[src/rtl/bram_arb_pkg.sv]
// Shared types and helpers for the BRAM port arbiter: FSM state encoding and
// conversions between requester index and one-hot vectors.
package bram_arb_pkg;

    localparam int MAX_NREQ  = 8;
    localparam int MAX_IDX_W = 3;

    typedef enum logic [0:0] {
        ST_ARB  = 1'b0,
        ST_LOCK = 1'b1
    } arb_state_e;

    function automatic logic [MAX_NREQ-1:0] idx_to_onehot(input logic [MAX_IDX_W-1:0] idx);
        logic [MAX_NREQ-1:0] oh;
        oh      = '0;
        oh[idx] = 1'b1;
        return oh;
    endfunction

    function automatic logic [MAX_IDX_W-1:0] onehot_to_idx(input logic [MAX_NREQ-1:0] oh);
        logic [MAX_IDX_W-1:0] idx;
        idx = '0;
        for (int i = 0; i < MAX_NREQ; i++) begin
            if (oh[i]) begin
                idx = MAX_IDX_W'(i);
            end
        end
        return idx;
    endfunction

endpackage

[src/rtl/bram_port_arbiter_if.sv]
// Bundle of the requester-side handshake and the BRAM-side port. The arbiter
// takes the slave view; clients plus the BRAM model take the master view.
interface bram_port_arbiter_if #(
    parameter int NREQ       = 4,
    parameter int DATA_WIDTH = 4,
    parameter int ADDR_WIDTH = 3
);

    logic [NREQ-1:0]            req_valid;
    logic [NREQ-1:0]            req_ready;
    logic [NREQ-1:0]            req_we;
    logic [NREQ-1:0]            req_lock;
    logic [NREQ*ADDR_WIDTH-1:0] req_addr;
    logic [NREQ*DATA_WIDTH-1:0] req_wdata;
    logic [NREQ-1:0]            rsp_valid;
    logic [DATA_WIDTH-1:0]      rsp_rdata;
    logic                       bram_wr_ea;
    logic [ADDR_WIDTH-1:0]      bram_addr;
    logic [DATA_WIDTH-1:0]      bram_din;
    logic [DATA_WIDTH-1:0]      bram_dout;

    modport slave (
        input  req_valid, req_we, req_lock, req_addr, req_wdata, bram_dout,
        output req_ready, rsp_valid, rsp_rdata, bram_wr_ea, bram_addr, bram_din
    );

    modport master (
        output req_valid, req_we, req_lock, req_addr, req_wdata, bram_dout,
        input  req_ready, rsp_valid, rsp_rdata, bram_wr_ea, bram_addr, bram_din
    );

endinterface

[src/rtl/rr_arbiter.sv]
// Combinational round-robin picker: the first requester found searching from
// last_grant+1 upward (wrapping) wins.
module rr_arbiter
    import bram_arb_pkg::*;
#(
    parameter int NREQ  = 4,
    parameter int IDX_W = $clog2(NREQ)
) (
    input  logic [NREQ-1:0]  req,
    input  logic [IDX_W-1:0] last_grant,
    output logic [NREQ-1:0]  gnt,
    output logic [IDX_W-1:0] gnt_idx,
    output logic             gnt_any
);

    logic [IDX_W-1:0] cand;

    // Scan from the farthest candidate to the nearest so the nearest hit wins.
    // NOTE: every variable written here gets a default first; without it an
    // unassigned path would infer a latch.
    always_comb begin
        gnt  = '0;
        cand = '0;
        for (int off = NREQ; off >= 1; off--) begin
            cand = IDX_W'((int'(last_grant) + off) % NREQ);
            if (req[cand]) begin
                gnt = NREQ'(idx_to_onehot(MAX_IDX_W'(cand)));
            end
        end
    end

    assign gnt_idx = IDX_W'(onehot_to_idx(MAX_NREQ'(gnt)));
    assign gnt_any = |req;

endmodule

[src/rtl/bram_port_arbiter.sv]
// Shares one single-port BRAM among NREQ valid/ready requesters with
// round-robin arbitration, bounded burst locking and read-data return.
module bram_port_arbiter
    import bram_arb_pkg::*;
#(
    parameter int NREQ       = 4,
    parameter int DATA_WIDTH = 4,
    parameter int ADDR_WIDTH = 3,
    parameter int MAX_BURST  = 4
) (
    input  logic               clk,
    input  logic               rstn,
    bram_port_arbiter_if.slave bus
);

    localparam int IDX_W = $clog2(NREQ);
    localparam int CNT_W = $clog2(MAX_BURST + 1);

    arb_state_e       state_q, state_d;
    logic [IDX_W-1:0] owner_q, owner_d;
    logic [IDX_W-1:0] last_grant_q, last_grant_d;
    logic [CNT_W-1:0] burst_cnt_q, burst_cnt_d, burst_inc;

    logic [NREQ-1:0]  arb_gnt;
    logic [IDX_W-1:0] arb_idx;
    logic             arb_any;
    logic [NREQ-1:0]  grant;
    logic [IDX_W-1:0] sel_idx;
    logic             accept;

    logic                  cmd_valid_q, cmd_valid_d;
    logic                  cmd_we_q, cmd_we_d;
    logic                  cmd_rd_q, cmd_rd_d;
    logic [ADDR_WIDTH-1:0] cmd_addr_q, cmd_addr_d;
    logic [DATA_WIDTH-1:0] cmd_wdata_q, cmd_wdata_d;
    logic [IDX_W-1:0]      cmd_id_q, cmd_id_d;
    logic                  rsp_pend_q, rsp_pend_d;
    logic [IDX_W-1:0]      rsp_id_q, rsp_id_d;
    logic                  rsp_fire;

    rr_arbiter #(
        .NREQ  (NREQ),
        .IDX_W (IDX_W)
    ) u_rr_arbiter (
        .req        (bus.req_valid),
        .last_grant (last_grant_q),
        .gnt        (arb_gnt),
        .gnt_idx    (arb_idx),
        .gnt_any    (arb_any)
    );

    assign burst_inc = (burst_cnt_q == CNT_W'(MAX_BURST)) ? burst_cnt_q : burst_cnt_q + 1'b1;

    // Grant/FSM: ready is a function of req_valid, last_grant and state only.
    always_comb begin
        state_d      = state_q;
        owner_d      = owner_q;
        last_grant_d = last_grant_q;
        burst_cnt_d  = burst_cnt_q;
        grant        = '0;
        sel_idx      = arb_idx;
        case (state_q)
            ST_ARB: begin
                grant = arb_gnt;
                if (arb_any) begin
                    last_grant_d = arb_idx;
                    if (bus.req_lock[arb_idx] && MAX_BURST > 1) begin
                        state_d     = ST_LOCK;
                        owner_d     = arb_idx;
                        burst_cnt_d = CNT_W'(1);
                    end
                end
            end
            ST_LOCK: begin
                sel_idx = owner_q;
                if (bus.req_valid[owner_q]) begin
                    grant       = NREQ'(idx_to_onehot(MAX_IDX_W'(owner_q)));
                    burst_cnt_d = burst_inc;
                    if (!bus.req_lock[owner_q] || burst_inc == CNT_W'(MAX_BURST)) begin
                        state_d      = ST_ARB;
                        last_grant_d = owner_q;
                    end
                end else begin
                    // Owner went idle: the lock is forfeited and nobody is granted.
                    state_d      = ST_ARB;
                    last_grant_d = owner_q;
                end
            end
            default: state_d = ST_ARB;
        endcase
        if (!rstn) begin
            grant = '0;
        end
    end

    assign accept = |grant;

    always_comb begin
        cmd_valid_d = accept;
        cmd_we_d    = cmd_we_q;
        cmd_rd_d    = 1'b0;
        cmd_addr_d  = cmd_addr_q;
        cmd_wdata_d = cmd_wdata_q;
        cmd_id_d    = cmd_id_q;
        for (int i = 0; i < NREQ; i++) begin
            if (accept && sel_idx == IDX_W'(i)) begin
                cmd_we_d    = bus.req_we[i];
                cmd_rd_d    = ~bus.req_we[i];
                cmd_addr_d  = bus.req_addr[i*ADDR_WIDTH +: ADDR_WIDTH];
                cmd_wdata_d = bus.req_wdata[i*DATA_WIDTH +: DATA_WIDTH];
                cmd_id_d    = IDX_W'(i);
            end
        end
        rsp_pend_d = cmd_rd_q;
        rsp_id_d   = cmd_id_q;
    end

    // NOTE: sequential state uses non-blocking assignments so every register
    // samples the pre-edge values regardless of statement order.
    always_ff @(posedge clk) begin
        if (!rstn) begin
            state_q      <= ST_ARB;
            owner_q      <= '0;
            last_grant_q <= IDX_W'(NREQ - 1);
            burst_cnt_q  <= '0;
            cmd_valid_q  <= 1'b0;
            cmd_we_q     <= 1'b0;
            cmd_rd_q     <= 1'b0;
            cmd_addr_q   <= '0;
            cmd_wdata_q  <= '0;
            cmd_id_q     <= '0;
            rsp_pend_q   <= 1'b0;
            rsp_id_q     <= '0;
        end else begin
            state_q      <= state_d;
            owner_q      <= owner_d;
            last_grant_q <= last_grant_d;
            burst_cnt_q  <= burst_cnt_d;
            cmd_valid_q  <= cmd_valid_d;
            cmd_we_q     <= cmd_we_d;
            cmd_rd_q     <= cmd_rd_d;
            cmd_addr_q   <= cmd_addr_d;
            cmd_wdata_q  <= cmd_wdata_d;
            cmd_id_q     <= cmd_id_d;
            rsp_pend_q   <= rsp_pend_d;
            rsp_id_q     <= rsp_id_d;
        end
    end

    // Outputs are masked while rstn is low so in-flight work never escapes.
    assign rsp_fire       = rstn & rsp_pend_q;
    assign bus.req_ready  = grant;
    assign bus.bram_wr_ea = rstn & cmd_valid_q & cmd_we_q;
    assign bus.bram_addr  = cmd_addr_q;
    assign bus.bram_din   = cmd_wdata_q;
    assign bus.rsp_valid  = rsp_fire ? NREQ'(idx_to_onehot(MAX_IDX_W'(rsp_id_q))) : '0;
    assign bus.rsp_rdata  = rsp_fire ? bus.bram_dout : '0;

endmodule

[src/flat_wrapper.sv]
// flat-port wrapper written by rule: the top's interface ports become plain ports
module bram_port_arbiter_flat import bram_arb_pkg::*;
#(
    parameter int NREQ       = 4,
    parameter int DATA_WIDTH = 4,
    parameter int ADDR_WIDTH = 3,
    parameter int MAX_BURST  = 4
)
  (clk, rstn, bus_req_valid, bus_req_we, bus_req_lock, bus_req_addr, bus_req_wdata, bus_bram_dout, bus_req_ready, bus_rsp_valid, bus_rsp_rdata, bus_bram_wr_ea, bus_bram_addr, bus_bram_din);
  bram_port_arbiter_if #(.NREQ(NREQ), .DATA_WIDTH(DATA_WIDTH), .ADDR_WIDTH(ADDR_WIDTH)) bus_i ();
  input  logic clk;
  input  logic rstn;
  input wire logic [$bits(bus_i.req_valid)-1:0] bus_req_valid;
  input wire logic [$bits(bus_i.req_we)-1:0] bus_req_we;
  input wire logic [$bits(bus_i.req_lock)-1:0] bus_req_lock;
  input wire logic [$bits(bus_i.req_addr)-1:0] bus_req_addr;
  input wire logic [$bits(bus_i.req_wdata)-1:0] bus_req_wdata;
  input wire logic [$bits(bus_i.bram_dout)-1:0] bus_bram_dout;
  output wire logic [$bits(bus_i.req_ready)-1:0] bus_req_ready;
  output wire logic [$bits(bus_i.rsp_valid)-1:0] bus_rsp_valid;
  output wire logic [$bits(bus_i.rsp_rdata)-1:0] bus_rsp_rdata;
  output wire logic [$bits(bus_i.bram_wr_ea)-1:0] bus_bram_wr_ea;
  output wire logic [$bits(bus_i.bram_addr)-1:0] bus_bram_addr;
  output wire logic [$bits(bus_i.bram_din)-1:0] bus_bram_din;
  assign bus_i.req_valid = bus_req_valid;
  assign bus_i.req_we = bus_req_we;
  assign bus_i.req_lock = bus_req_lock;
  assign bus_i.req_addr = bus_req_addr;
  assign bus_i.req_wdata = bus_req_wdata;
  assign bus_i.bram_dout = bus_bram_dout;
  assign bus_req_ready = bus_i.req_ready;
  assign bus_rsp_valid = bus_i.rsp_valid;
  assign bus_rsp_rdata = bus_i.rsp_rdata;
  assign bus_bram_wr_ea = bus_i.bram_wr_ea;
  assign bus_bram_addr = bus_i.bram_addr;
  assign bus_bram_din = bus_i.bram_din;
  bram_port_arbiter #(.NREQ(NREQ), .DATA_WIDTH(DATA_WIDTH), .ADDR_WIDTH(ADDR_WIDTH), .MAX_BURST(MAX_BURST)) u_core (.clk(clk), .rstn(rstn), .bus(bus_i));
endmodule
[config.mk]
export PLATFORM = sky130hd
export DESIGN_NAME = bram_port_arbiter_flat
export DESIGN_NICKNAME = d
export VERILOG_FILES = /design/src/rtl/bram_arb_pkg.sv /design/src/rtl/bram_port_arbiter_if.sv /design/src/rtl/rr_arbiter.sv /design/src/rtl/bram_port_arbiter.sv /design/src/flat_wrapper.sv
export SDC_FILE = /design/constraint.sdc
export NUM_CORES = 1
export LEC_CHECK = 0
export CORE_AREA = 2 2 70 72
export DETAILED_ROUTE_END_ITERATION = 8
export DIE_AREA = 0 0 72 74
export PLACE_DENSITY = 0.76
export SLEW_MARGIN = 10
export SYNTH_ARGS = -nofsm -noshare
export SYNTH_HDL_FRONTEND = slang
export SYNTH_SLANG_ARGS = --single-unit
[constraint.sdc]
create_clock -name clk -period 3 [get_ports clk]
set_input_delay 0.45 -clock clk [delete_from_list [all_inputs] [get_ports clk]]
set_output_delay 0.45 -clock clk [all_outputs]
set_load 0.005 [all_outputs]
==> impl.org, run 1 <==
** Power
- The worst-case IR drop observed on VDD is about 740 uV.
- Power, Total :: roughly 3.6 mW
- In this run the static leakage power is around 1.3 nW.
- Pwr per Cell Area :: about 1200 nW/um^2

** Logic synthesis
- Counting flops and latches in the post-synthesis netlist gives 23.
- Of the post-synthesis cell area, the dominant cell type holds 0.254.
- For this run, the leading register cell type out of synthesis is sky130_fd_sc_hd__dfxtp_1.
- Combinational family with the most area after synthesis :: compound AO/OA/AOI/OAI gates
- For this run, the number of Yosys warnings is 0.
- Of the total synthesized cell area, the portion taken by full adders, half adders and majority gates is 0.0690.
- Compound-cell area share of the yosys netlist :: 0.264
- Of the total synthesized cell area, the portion taken by AND, OR, NAND and NOR gates is 0.222.
- Most frequent cell after synthesis :: sky130_fd_sc_hd__dfxtp_1
- Top area cells in the synthesized netlist :: sky130_fd_sc_hd__dfxtp_1 (25%), sky130_fd_sc_hd__mux4_2 (7.5%), sky130_fd_sc_hd__ha_1 (6.9%)
- The synthesized design contains 0 enable-type register cells.
- After synthesis, the share of cell area in mux cells is 0.122.
- The mapped netlist covers 1810 um^2.
- The share of the Yosys chip area taken by registers is 0.254.
- In this run the mean area of a mapped cell was 8.76 um^2.
- After synthesis, the share of flip-flops with an asynchronous set or reset is 0.
- The biggest area contributor in the post-synthesis netlist is sky130_fd_sc_hd__dfxtp_1.
- Post-Syn Instances :: 207
- By count the netlist is led by sky130_fd_sc_hd__dfxtp_1 (23), sky130_fd_sc_hd__inv_1 (15), sky130_fd_sc_hd__nand2_1 (15).
- Yosys mapped the design onto 51 distinct sky130hd cell types.
- Post-synthesis xor/xnor area fraction :: 0.00897
- Synthesized netlist net count :: approximately 260

** Worst setup path
- For this design, the slowest cell found on the critical path is sky130_fd_sc_hd__a2111o_1.
- Grouping stages by cell kind, the critical path spends the most delay in compound AO/OA/AOI/OAI gates.
- The worst setup path is launched from a register.
- Worst endpoint data arrival time :: 3.15 ns
- Together, buffers and inverters on the worst path number 5.
- Max incr delay on CP :: 0.38 ns
- Critical path fanouts, max :: 5
- Cell with the most instances on the worst path :: sky130_fd_sc_hd__buf_6
- At the worst endpoint, the required time is 3.16 ns.
- Cells along the critical path :: inv_2 -> ha_4 -> mux4_2 -> buf_6 -> inv_1 -> a211o_1 -> buf_4 -> a2111o_1 -> nand2_2 -> buf_6 -> mux2_4 -> a2bb2oi_2 -> o21a_1
- Critical path start-end classification :: reg -> reg
- STA classifies the critical path endpoint as a register.

** Min path
- The path class of the tightest hold or removal check is reg -> reg.

** Global routing
- Global-route wire length before repair :: ~9300 um
- Number of global-route vias before repair :: around 2,000
- Entering global routing, the biggest net connects 14 pins.
- In the global route stage, overall resource usage came out at 0.217.
- Aggregate global routing overflow :: 0
- The initial antenna violation count was 0.

** Clock network
- The number of hold buffers added after CTS was 0.
- Number of sinks handled by clock tree synthesis :: 23
- TritonCTS built the clock tree.
- Post-CTS clock slew at the launch and capture registers of the worst setup and hold paths :: about 0.09 ns
- Number of CTS-inserted buffers :: 3
- CTS built an H-tree with a depth of 1.
- The tree is rooted in a sky130_fd_sc_hd__clkbuf_8.
- Counting along the longest clock path gives a buffer depth of 2.
- Clock latency on the worst-skew pair :: roughly 0.27 ns

** Finish
- Core utilization of the finished layout :: 0.678
- Fill cells in the final layout number 342.
- Final Net Count :: 379
- The sequential cells in the finished layout cover a total of about 460 um^2.
- Of the cells placed in the final design, the portion with a size suffix greater than 1 is 0.311.
- Antenna Diode Count :: 0
- The multi-input combinational cells in the finished layout cover a total of 1380 um^2.
- Filler-free cell count of the finished design :: around 380
- Signed area change from the synthesized netlist to the final layout :: 72.0%

** Place
- The count of buffers added on input and output ports is 65.
- Counting tap cells, the placed design contains a total of between 300 and 400 instances.
- The congestion estimate from routability-driven global placement came to roughly 0.93.
- Post-placement worst setup slack :: -0.442 ns
- HPWL Detailed :: around 4200 um

** Route
- Drc violations :: 0
- The first routing iteration left roughly 170 violations.
- Post-detailed-route wirelength per cell :: ~16 um
- Summing over every cut layer, the via total after detailed routing is about 2,100.
- Detailed Route WL :: slightly above 6000 um
- Count of nets left with antenna violations after detail routing :: 0
- First-pass iteration count of the detailed router :: 4
- Ratio of routed vias to standard cells :: 5.59

** Floorplan
- The floorplan step defined a die boundary enclosing about 5300 um^2.
- The floorplan has 25 rows.
- Number of ports placed on the die boundary :: 66
- Initial standard-cell utilization of the core :: 0.394
- In this run the horizontal extent of the chip is 72 um.
- The floorplan step set the die height to about 74 um.
- The core region is 4600 um^2.

** Timing
- The final-report max-slew violation count came to 0.
- Setup repair after global routing could not meet its margin everywhere.
- On the final layout, the worst clock skew is just over 0.005 ns.
- Measured against its own limit, the worst slew margin works out to 0.682.
- Setup violations remaining at the end of the flow were counted as 0.
- Share of the clock period used by the worst path after layout :: 0.997
- Worst-Margin Slew :: 0.473 ns
- Maximum operating frequency :: ~0.33 GHz
- After layout, the minimum clock period comes to 2.99 ns.
- Fin. Hold Viols :: 0
- Setup slack on the critical path of the routed design comes to a little over 0.01 ns.

** Job
- Max-cap violations in this run came to 0.

** Status
- Run status :: completed
==> registers in the layout, indices dropped and copies added (netlist names), 2 cells and up <==
name	cells
u_core.bus.bram_din	4
u_core.burst_cnt_q	3
u_core.cmd_id_q	2
u_core.last_grant_q	2
u_core.owner_q	2
u_core.rsp_id_q	2
u_core.bus.bram_addr	3
==> power by group <==
part	internal (mW)	leakage, nW	switching (mW)
clock network	0.0928	0.0255	0.105
logic	1.55	1.12	1.35
registers	0.436	0.191	0.0961
total	2.08	1.34	1.55
==> cell families after synthesis <==
| logic type | count (synthesis) |
|---|---|
| fa+ha+maj | 10 |
| mux | 14 |
| buf+inv | 24 |
| compound gates | 62 |
| flops | 23 |
| simple gates | 73 |
| xor+xnor | 1 |
==> final cells by class <==
cell class,count,area share
flip-flops and latches,23,0.148
well taps,54,0.0217
repair buffers,118,0.352
inverters,17,0.0205
clock buffers,3,0.0132
clock inverters,1,0.00160
multi-input cells,160,0.443
==> metrics by stage <==
step / cell area (um^2) / hold WS [ns] / TNS [ns]
finish: 3120 / 0.450 / 0
global route: 3120 / 0.482 / -0.405
CTS: 2970 / 0.451 / -0.0869
detailed placement: 2770 / 0.431 / -6.63
global placement: 2770 / 0.414 / -5.99
floorplan: 1840 / 0.412 / 0
==> what timing repair did <==
item | in CTS | in global routing
setup buffers | 10 | 11
setup endpoints to repair | 15 | 16
pin swaps | 6 | 16
gates resized for setup | 27 | 21
==> path summary, 6_finish.rpt <==
kind | from | end | slack (ns) | cells after the start
min | u_core.cmd_rd_q | u_core.rsp_pend_q | 0.45 | 1
max | u_core.last_grant_q[0] | u_core.cmd_we_q | 0.01 | 13
min reg2reg | u_core.cmd_rd_q | u_core.rsp_pend_q | 0.45 | 1
max reg2reg | u_core.last_grant_q[0] | u_core.cmd_we_q | 0.01 | 13
==> worst register-to-register path: stages, from the launching register on <==
cell and delay (ns):
sky130_fd_sc_hd__dfxtp_2 0.37, sky130_fd_sc_hd__inv_2 0.06, sky130_fd_sc_hd__ha_4 0.25, sky130_fd_sc_hd__mux4_2 0.27, sky130_fd_sc_hd__buf_6 0.13, sky130_fd_sc_hd__inv_1 0.06, sky130_fd_sc_hd__a211o_1 0.35, sky130_fd_sc_hd__buf_4 0.16
sky130_fd_sc_hd__a2111o_1 0.38, sky130_fd_sc_hd__nand2_2 0.10, sky130_fd_sc_hd__buf_6 0.14, sky130_fd_sc_hd__mux2_4 0.31, sky130_fd_sc_hd__a2bb2oi_2 0.14, sky130_fd_sc_hd__o21a_1 0.19
==> cells in the final DEF, fill, tap and decap left out, types with 3 or more instances in the layout <==
cell,synthesis,routed
sky130_fd_sc_hd__a211o_1,4,4
sky130_fd_sc_hd__nand3b_1,3,3
sky130_fd_sc_hd__inv_1,15,13
sky130_fd_sc_hd__a21oi_1,7,5
sky130_fd_sc_hd__a22oi_2,0,6
sky130_fd_sc_hd__nor3b_1,9,8
sky130_fd_sc_hd__nand3_1,5,5
sky130_fd_sc_hd__buf_6,2,8
sky130_fd_sc_hd__clkbuf_8,0,3
sky130_fd_sc_hd__dfxtp_1,23,21
sky130_fd_sc_hd__clkdlybuf4s50_1,0,57
sky130_fd_sc_hd__ha_1,10,9
sky130_fd_sc_hd__o22ai_1,4,3
sky130_fd_sc_hd__a21o_1,3,3
sky130_fd_sc_hd__nand2b_1,3,3
sky130_fd_sc_hd__and2_1,5,5
sky130_fd_sc_hd__mux4_2,6,6
sky130_fd_sc_hd__nor2_1,11,10
sky130_fd_sc_hd__a221oi_1,8,6
sky130_fd_sc_hd__dlygate4sd2_1,0,5
sky130_fd_sc_hd__mux2i_1,6,6
sky130_fd_sc_hd__nand2_1,15,14
sky130_fd_sc_hd__and3_1,5,5
sky130_fd_sc_hd__buf_4,0,43
sky130_fd_sc_hd__o21ai_1,8,8
sky130_fd_sc_hd__nor3_1,7,7
==> layer usage <==
metal	share of wire	vias to the layer above	GRT usage
met5	0	-	0
met4	0.0075	0	0.0440
met3	0.061	6	0.0420
met2	0.52	77	0.390
met1	0.41	1005	0.273
li1	-	1013	-
(Power assumes the default switching activity.)
==> inputs of run 2 (changes only) <==
--- a/config.mk
+++ b/config.mk
@@ -9,7 +9,7 @@
 export DETAILED_ROUTE_END_ITERATION = 8
 export DIE_AREA = 0 0 72 74
 export PLACE_DENSITY = 0.76
-export SLEW_MARGIN = 10
+export SLEW_MARGIN = 30
 export SYNTH_ARGS = -nofsm -noshare
 export SYNTH_HDL_FRONTEND = slang
 export SYNTH_SLANG_ARGS = --single-unit
==> results of run 2 <==
Final layout, timing and power as in run 1 (identical DEF).
==> inputs of run 3 (changes only) <==
--- a/config.mk
+++ b/config.mk
@@ -5,6 +5,7 @@
 export SDC_FILE = /design/constraint.sdc
 export NUM_CORES = 1
 export LEC_CHECK = 0
+export ABC_CLOCK_PERIOD_IN_PS = 3000
 export CORE_AREA = 2 2 70 72
 export DETAILED_ROUTE_END_ITERATION = 8
 export DIE_AREA = 0 0 72 74
==> results of run 3 <==
Final layout, timing and power as in run 1 (identical DEF).
